===== src/rtl/sr_flag_pkg.sv =====
// Shared types and helpers for the SR flag arbiter: command encoding,
// FSM state encoding, error-counter ceiling and the per-flag update rule.
package sr_flag_pkg;

  typedef enum logic [1:0] {
    CMD_HOLD = 2'b00,
    CMD_RST  = 2'b01,
    CMD_SET  = 2'b10,
    CMD_TGL  = 2'b11
  } flag_cmd_e;

  typedef enum logic {
    ST_IDLE  = 1'b0,
    ST_APPLY = 1'b1
  } arb_state_e;

  localparam logic [7:0] ERRCNT_MAX = 8'd255;

  // New value of one flag bit after a JK-style command.
  function automatic logic apply_cmd(input logic cur, input flag_cmd_e cmd);
    logic nxt;
    case (cmd)
      CMD_HOLD: nxt = cur;
      CMD_RST:  nxt = 1'b0;
      CMD_SET:  nxt = 1'b1;
      CMD_TGL:  nxt = ~cur;
      default:  nxt = cur;
    endcase
    return nxt;
  endfunction

endpackage


===== src/rtl/sr_rr_arbiter.sv =====
// Combinational round-robin picker: scans the request vector starting at
// ptr_i and wrapping modulo NREQ; the first asserted request wins.
module sr_rr_arbiter #(
  parameter int NREQ = 4,
  parameter int GW   = (NREQ > 1) ? $clog2(NREQ) : 1
) (
  input  logic [NREQ-1:0] req_i,
  input  logic [GW-1:0]   ptr_i,
  output logic [NREQ-1:0] grant_o,
  output logic [GW-1:0]   grant_id_o,
  output logic            any_req_o
);

  // Rotating priority search from the pointer upward.
  always_comb begin
    int   cand;
    logic found;
    grant_o    = '0;
    grant_id_o = '0;
    found      = 1'b0;
    cand       = 0;
    for (int k = 0; k < NREQ; k++) begin
      cand = (int'(ptr_i) + k) % NREQ;
      if (!found && req_i[cand[GW-1:0]]) begin
        found                    = 1'b1;
        grant_o[cand[GW-1:0]]    = 1'b1;
        grant_id_o               = cand[GW-1:0];
      end else begin
        found = found;
      end
    end
    any_req_o = found;
  end

endmodule


===== src/rtl/sr_flag_arbiter.sv =====
// Round-robin sequencer for a shared bank of SR status flags.
// IDLE picks a requester and latches its command; APPLY strobes ready to
// that requester and commits the command to the flag bank at the end of
// the cycle. One command per two cycles.
// Optional build macro SR_FLAG_ERRCNT_EN adds a saturating 8-bit count of
// out-of-range index commands on port err_cnt.
module sr_flag_arbiter #(
  parameter int NREQ   = 4,
  parameter int NFLAGS = 8,
  parameter int IDXW   = 3
) (
  input  logic                          clk,
  input  logic                          reset,
  input  logic [NREQ-1:0]               req_valid,
  input  logic [2*NREQ-1:0]             req_cmd,
  input  logic [IDXW*NREQ-1:0]          req_idx,
  output logic [NREQ-1:0]               req_ready,
  output logic [NFLAGS-1:0]             flags,
  output logic                          busy,
  output logic [((NREQ > 1) ? $clog2(NREQ) : 1)-1:0] grant_id,
  output logic                          err_idx
`ifdef SR_FLAG_ERRCNT_EN
  ,
  output logic [7:0]                    err_cnt
`endif
);

  import sr_flag_pkg::*;

  localparam int GW = (NREQ > 1) ? $clog2(NREQ) : 1;

  arb_state_e        state_q, state_d;
  logic [GW-1:0]     ptr_q, ptr_d;
  logic [GW-1:0]     gid_q;
  flag_cmd_e         cmd_q;
  logic [IDXW-1:0]   idx_q;
  logic [NFLAGS-1:0] flags_q, flags_d;

  logic [NREQ-1:0]   arb_grant_s;
  logic [GW-1:0]     arb_gid_s;
  logic              any_req_s;
  flag_cmd_e         sel_cmd_s;
  logic [IDXW-1:0]   sel_idx_s;
  logic              in_range_s;

  sr_rr_arbiter #(.NREQ(NREQ), .GW(GW)) u_arb (
    .req_i      (req_valid),
    .ptr_i      (ptr_q),
    .grant_o    (arb_grant_s),
    .grant_id_o (arb_gid_s),
    .any_req_o  (any_req_s)
  );

  // Route the winning requester's command and index to the latch.
  always_comb begin
    sel_cmd_s = CMD_HOLD;
    sel_idx_s = '0;
    for (int i = 0; i < NREQ; i++) begin
      if (arb_grant_s[i]) begin
        sel_cmd_s = flag_cmd_e'(req_cmd[2*i +: 2]);
        sel_idx_s = req_idx[IDXW*i +: IDXW];
      end else begin
        sel_cmd_s = sel_cmd_s;
      end
    end
  end

  assign in_range_s = (int'(idx_q) < NFLAGS);

  // FSM state register.
  always_ff @(posedge clk) begin
    if (reset) begin
      state_q <= ST_IDLE;
    end else begin
      state_q <= state_d;
    end
  end

  // FSM next state: IDLE waits for any request, APPLY always lasts one cycle.
  always_comb begin
    state_d = state_q;
    case (state_q)
      ST_IDLE: begin
        if (any_req_s) state_d = ST_APPLY;
        else           state_d = ST_IDLE;
      end
      ST_APPLY: state_d = ST_IDLE;
      default:  state_d = ST_IDLE;
    endcase
  end

  // FSM outputs; reset masks the strobes so an aborted command is never acknowledged.
  always_comb begin
    req_ready = '0;
    busy      = (state_q == ST_APPLY);
    grant_id  = gid_q;
    err_idx   = (state_q == ST_APPLY) && !in_range_s && !reset;
    for (int i = 0; i < NREQ; i++) begin
      if ((state_q == ST_APPLY) && !reset && (int'(gid_q) == i)) req_ready[i] = 1'b1;
      else                                                        req_ready[i] = 1'b0;
    end
  end

  // Capture the winner's id, command and index when leaving IDLE.
  always_ff @(posedge clk) begin
    if (reset) begin
      gid_q <= '0;
      cmd_q <= CMD_HOLD;
      idx_q <= '0;
    end else if ((state_q == ST_IDLE) && any_req_s) begin
      gid_q <= arb_gid_s;
      cmd_q <= sel_cmd_s;
      idx_q <= sel_idx_s;
    end else begin
      gid_q <= gid_q;
      cmd_q <= cmd_q;
      idx_q <= idx_q;
    end
  end

  // Next flag bank and RR pointer: only APPLY changes them.
  always_comb begin
    flags_d = flags_q;
    ptr_d   = ptr_q;
    if (state_q == ST_APPLY) begin
      ptr_d = (int'(gid_q) == NREQ-1) ? '0 : gid_q + GW'(1);
      for (int f = 0; f < NFLAGS; f++) begin
        if (int'(idx_q) == f) flags_d[f] = apply_cmd(flags_q[f], cmd_q);
        else                  flags_d[f] = flags_q[f];
      end
    end else begin
      flags_d = flags_q;
    end
  end

  // Flag bank and RR pointer registers.
  always_ff @(posedge clk) begin
    if (reset) begin
      flags_q <= '0;
      ptr_q   <= '0;
    end else begin
      flags_q <= flags_d;
      ptr_q   <= ptr_d;
    end
  end

  assign flags = flags_q;

`ifdef SR_FLAG_ERRCNT_EN
  logic [7:0] err_cnt_q;

  // Saturating count of out-of-range commands served since reset.
  always_ff @(posedge clk) begin
    if (reset) begin
      err_cnt_q <= 8'd0;
    end else if (err_idx && (err_cnt_q != ERRCNT_MAX)) begin
      err_cnt_q <= err_cnt_q + 8'd1;
    end else begin
      err_cnt_q <= err_cnt_q;
    end
  end

  assign err_cnt = err_cnt_q;
`endif

endmodule


===== config.mk =====
export PLATFORM = sky130hd
export DESIGN_NAME = sr_flag_arbiter
export DESIGN_NICKNAME = d
export VERILOG_FILES = /design/src/rtl/sr_flag_pkg.sv /design/src/rtl/sr_rr_arbiter.sv /design/src/rtl/sr_flag_arbiter.sv
export SDC_FILE = /design/constraint.sdc
export NUM_CORES = 1
export LEC_CHECK = 0
export BUFFER_PORTS_ARGS = -buffer_cell sky130_fd_sc_hd__buf_4
export CAP_MARGIN = 20
export CELL_PAD_IN_SITES_DETAIL_PLACEMENT = 1
export CELL_PAD_IN_SITES_GLOBAL_PLACEMENT = 1
export CORE_UTILIZATION = 38
export DETAILED_ROUTE_END_ITERATION = 10
export PLACE_DENSITY_LB_ADDON = 0.1
export SLEW_MARGIN = 20
export SYNTH_ARGS = -nofsm -noshare
export SYNTH_HDL_FRONTEND = slang
export SYNTH_SLANG_ARGS = --single-unit

===== constraint.sdc =====
create_clock -name clk -period 4 [get_ports clk]
set_input_delay 0.4 -clock clk [delete_from_list [all_inputs] [get_ports clk]]
set_output_delay 0.4 -clock clk [all_outputs]
set_load 0.02 [all_outputs]

# Word level (Yosys, flattened, before mapping)
# Cells that the tools add are included.
# word_totals
mem_count	0
ff_bits	18
ramBits	0
latchBits	0
rom_bits	0
# classes
magnitude_cmp	8
n_mul	0
shift	0
n_reduce_logical	28
n_bitwise	13
addsub	4
n_eq_ne	13
n_mux	51
n_div	0
# op_table
op	count
$pmux W1 S3	8
$reduce_and A3 Y1	8
$mux W2	9
$mux W1	17
$mux W4	4
$logic_and A1 B1 Y1	13
$eq A3 B3 Y1 const B	4
$lt A2 B3 Y1 const B	4
$mux W3	4
$or A4 B4 Y4	3
$not A1 Y1	10
$bmux W1 S2	4
$demux W1 S2	4
$eq A2 B2 Y1 const B	4
$ge A2 B1 Y1 const B	4
$eq A3 B2 Y1 const B	2
$add A2 B1 Y2 const B	2
$add A2 B2 Y2 const B	2
$eq A2 B1 Y1 const B	2
$logic_not A1 Y1	4
$logic_not A2 Y1	2
$eq A3 B1 Y1 const B	1
$logic_not A3 Y1	1
$pmux W1 S2	1

# Longest topological paths before layout
# depth
ltp_word	16
depth_mapped	12

# Modules after synthesis
# A second synthesis with hierarchy kept.
# hier_totals
cells_unflattened	146
area_unflattened_um2	1362.6
# modules_own_cells
mod	instances	area_each_um2	cells_each	seq_area_each_um2
sr_flag_arbiter	1	943.4	101	360.3
sr_rr_arbiter	1	419.2	45	0.0

# Least setup slack after synthesis
# Ideal clock, no wire load.
# synth_timing
path_kind	reg2reg
start	reg ptr_q[1]
end	reg cmd_q[1]
stages_incl_launch_ff	13
setup_ns	0.092
period_less_slack_ns	3.236
path_slack_ns	0.764
t_arrival_ns	3.144
n_path_buf	3
path_cell_list	dfxtp_1 -> clkbuf_1 -> inv_1 -> ha_1 -> buf_1 -> mux4_2 -> and2_1 -> a31oi_1 -> o22ai_1 -> a221o_1 -> buf_6 -> a211o_1 -> o32ai_1
# synth_via
elab_chain_cells	16
elab_cells_between_ends	53
classes_between	add/sub (3); order compare (8); mux (28); bitwise (3); reduce/logical (11)
# synth_lines
item	line_no	rtl
start, declared	sr_flag_arbiter.sv:33	logic [GW-1:0] ptr_q, ptr_d;
start signal, assigned	sr_flag_arbiter.sv:143	ptr_q <= ptr_d;
parallel branches: the longest is 16 deep, another holds $lt A2 B3 Y1	--	
end signal, assigned	sr_flag_arbiter.sv:112	cmd_q <= sel_cmd_s;
end signal, assigned	sr_flag_arbiter.sv:116	cmd_q <= cmd_q;
end, declared	sr_flag_arbiter.sv:35	flag_cmd_e cmd_q;
# Parallel ways; which one is timed is not known. The select of a mux whose other input is x is not followed.
# A chain may end at the register's enable or synchronous reset.

# Final worst setup path
# layout_timing
start	reg ptr_q[0]
end	reg idx_q[1]
# layout_via
elab_chain_cells	16
elab_cells_between_ends	53
classes_between	add/sub (3); order compare (8); mux (28); bitwise (3); reduce/logical (11)
# layout_lines
item	line_no	rtl
parallel branches: the longest is 16 deep, another holds $lt A2 B3 Y1	--	
end signal, assigned	sr_flag_arbiter.sv:113	idx_q <= sel_idx_s;
end signal, assigned	sr_flag_arbiter.sv:117	idx_q <= idx_q;
end, declared	sr_flag_arbiter.sv:36	logic [IDXW-1:0] idx_q;
# Parallel ways; which one is timed is not known. The select of a mux whose other input is x is not followed.

==> impl_metrics.yaml <==
power_and_ir_drop:
  p_leak_nw: 0.841
  p_sw_share_pct: 39.6
  internal_power_mw: 0.377
  switchingPower_mw: 0.248
  clockPowerShare_pct: 20.7
  p_total_mw: 0.625
  powerDensity_nw_per_um2: 313
  vdd_drop_max_v: 0.000148
  pwr-share-seq_pct: 36.0
  combPwrFrac_pct: 43.3
route:
  wire_per_inst_um: 17.2
  drc: 0
  first_pass_iters: 4
  ant_nets: 0
  vias: 1724
  vias_per_cell: 5.94
  wirelength_mm: 4.98
  drt_iter0_drc: 107
synthesis:
  synth_cell_types: 44
  synth_ff_type: "dfxtp_1"
  yosys_register_bits: 18
  avgSynthCellArea_um2: 7.85
  async_flop_share_pct: 0
  ys_seq_area_share_pct: 21.7
  synth_area_um2: 1660
  syn_inst: 212
  synth_edf_count: 0
  syn-num-nets: 249
  ys_warn_count: 0
global_routing:
  grt_pass1_wl_mm: 8.29
  overflow: 0
  grt_pass1_vias: 1709
  antenna_found_initial: 0
  grt_usage_pct: 23.6
  grt_max_degree: 25
sta:
  worst_pin_slew_ns: 0.959
  worst_hold_slack_ns: 0.439
  achievable-frequency_mhz: 323
  finalMaxSlewViolations: 0
  fin_crit_ns: 3.10
  fin_worst_skew_ns: 0.00794
  period_share_pct: 77.4
  hold_viol: 0
  grt_setup_unrepaired: "false"
  slew_headroom_pct: 36.1
  setup_violations: 0
  tns_ns: 0
final_layout:
  synthToLayoutAreaGrowth_pct: 20.2
  fin_area_um2: 2000
  final_common_cell: "buf_4"
  antenna_cells: 0
  mostFrequentLayoutCells: "buf_4, nor2_1, dfxtp_1"
  drive_above_1_share_pct: 21.3
  fin_nets: 279
  final_core_util_pct: 48.6
place:
  place.gp.congestion: 0.937
  portBuffers: 40
  hpwl_mm: 3.77
  post_dp_cell_area_um2: 1960
worst_setup_path:
  startpoint: "ptr_q[0]"
  cp-end-kind: "flop"
  path_buf_inv: 1
  crit_path_cell_trace: "inv_1 > ha_1 > mux4_2 > and2_1 > a31oi_1 > o22ai_1 > a221o_1 > a211o_1 > o32ai_1"
  start_kind: "flop"
  worstReg2RegStart: "ptr_q[0]"
  path_class: "flop to flop"
  worstPathMaxFanout: 13
  worst_path_max_delay_cell: "ha_1"
  crit_required_ns: 4.16
  crit_family: "compound AO/OA/AOI/OAI gates"
  max_stage_delay_ns: 0.60
  worstPathArrival_ns: 3.25
clock_tree:
  clock_path_buffers: 2
  clock_sinks: 18
  cts_tree: "built"
  cts_setup_buffers: 0
  cts_resized: 0
  root_buffer: "clkbuf_8"
  clock_latency_ns: 0.26
  cts_inserted_buffers: 3
  cts.hold.buffers_added: 0
  clk_pin_slew_ns: 0.07
  h-tree-depth: 1
die:
  die_width_um: 68.2
  row_count: 23
  start_util_pct: 40.4
  core_area_um2: 4120
  fp.dieH_um: 68.2
  die_area_um2: 4650
  io_pins: 42
run:
  maxCapViolCount: 0
run_status:
  status: "complete, no violations"
min_path:
  hp-class: "primary input to flop"
  holdCritStartpoint: "req_idx[11]"
synth_stat cells (all sizes together), types with 2 or more instances:
library cell / number / area share [%]
a32oi: 2 / 1.1
o32ai: 5 / 2.6
inv: 12 / 2.7
mux2: 3 / 2.0
nand2b: 4 / 1.5
a2111o: 6 / 4.1
and2: 14 / 5.3
o21ai: 13 / 3.9
nand2: 13 / 2.9
a31oi: 9 / 3.4
buf: 6 / 2.6
nor2b: 2 / 0.75
ha: 11 / 8.3
a221oi: 5 / 2.6
a21o: 2 / 0.90
o211ai: 2 / 0.90
a211o: 5 / 2.6
mux4: 2 / 2.7
nor2: 18 / 4.1
dfxtp: 18 / 22
nor3: 5 / 1.5
mux2i: 10 / 6.0
a221o: 3 / 1.8
o22ai: 3 / 1.1
clkbuf: 11 / 2.5
a21oi: 13 / 3.9
a2111oi: 2 / 1.1
power by group through the flow:
stage	clock network [mW]	logic [mW]	registers, mW
3_3_place_gp	0	0.259	0.226
2_1_floorplan	0	0.197	0.221
3_5_place_dp	0	0.268	0.228
5_1_grt	0.141	0.301	0.228
4_1_cts	0.131	0.270	0.224
6_report	0.129	0.271	0.225
registers in the layout, indices dropped and copies added, names as in the netlist:
name      count
flags         8
idx_q         3
cmd_q         2
grant_id      2
ptr_q         2
busy          1
metrics by stage:
stage	cells	setup WS, ns
floorplan	212	0.764
global placement	287	1.08
detailed placement	287	0.944
CTS	290	0.915
global route	290	0.679
finish	290	0.904
per-layer routing:
layer / vias to the layer above / global-route usage, % / wire (um)
met3: 5 / 4.17 / 275
li1: 845 / - / -
met5: - / 0 / 0
met1: 817 / 32.1 / 2410
met2: 57 / 38.5 / 2260
met4: 0 / 5.21 / 34
worst paths after layout:
check,to,slack [ns],cells after the start
worst max-delay path,idx_q[1],0.90,9
worst min-delay path,idx_q[2],0.44,3
worst max register to register,idx_q[1],0.90,9
worst min register to register,flags[3],0.51,2
kinds of logic (layout without fill, tap and decap cells):
kind of cell               count (synthesis)  after routing  synth area share [%]
AOI/OAI and AO/OA                         77             77                  33.5
and+or+nand+nor                           60             60                  17.7
buffers and inverters                     30             58                  7.97
DFF                                       18             18                  21.7
muxes                                     15             15                  10.8
adders and majority gates                 11             11                  8.27
other                                      1              1                 0.225
worst min-delay path: cells and delay by family:
| kind | cells | cell delay [ns] |
|---|---|---|
| AO/OA/AOI/OAI | 2 | 0.16 |
| buffers and inverters | 1 | 0.08 |
cell type report:
cell class                      instances  area [um^2]
Multi-Input combinational cell        164         1170
Timing Repair Buffer                   42          315
Tap cell                               50         62.6
Fill cell                             519         2120
Clock buffer                            3         41.3
Sequential cell                        18          360
Inverter                               13         48.8
No activity file was read; power rests on OpenSTA's default activity.
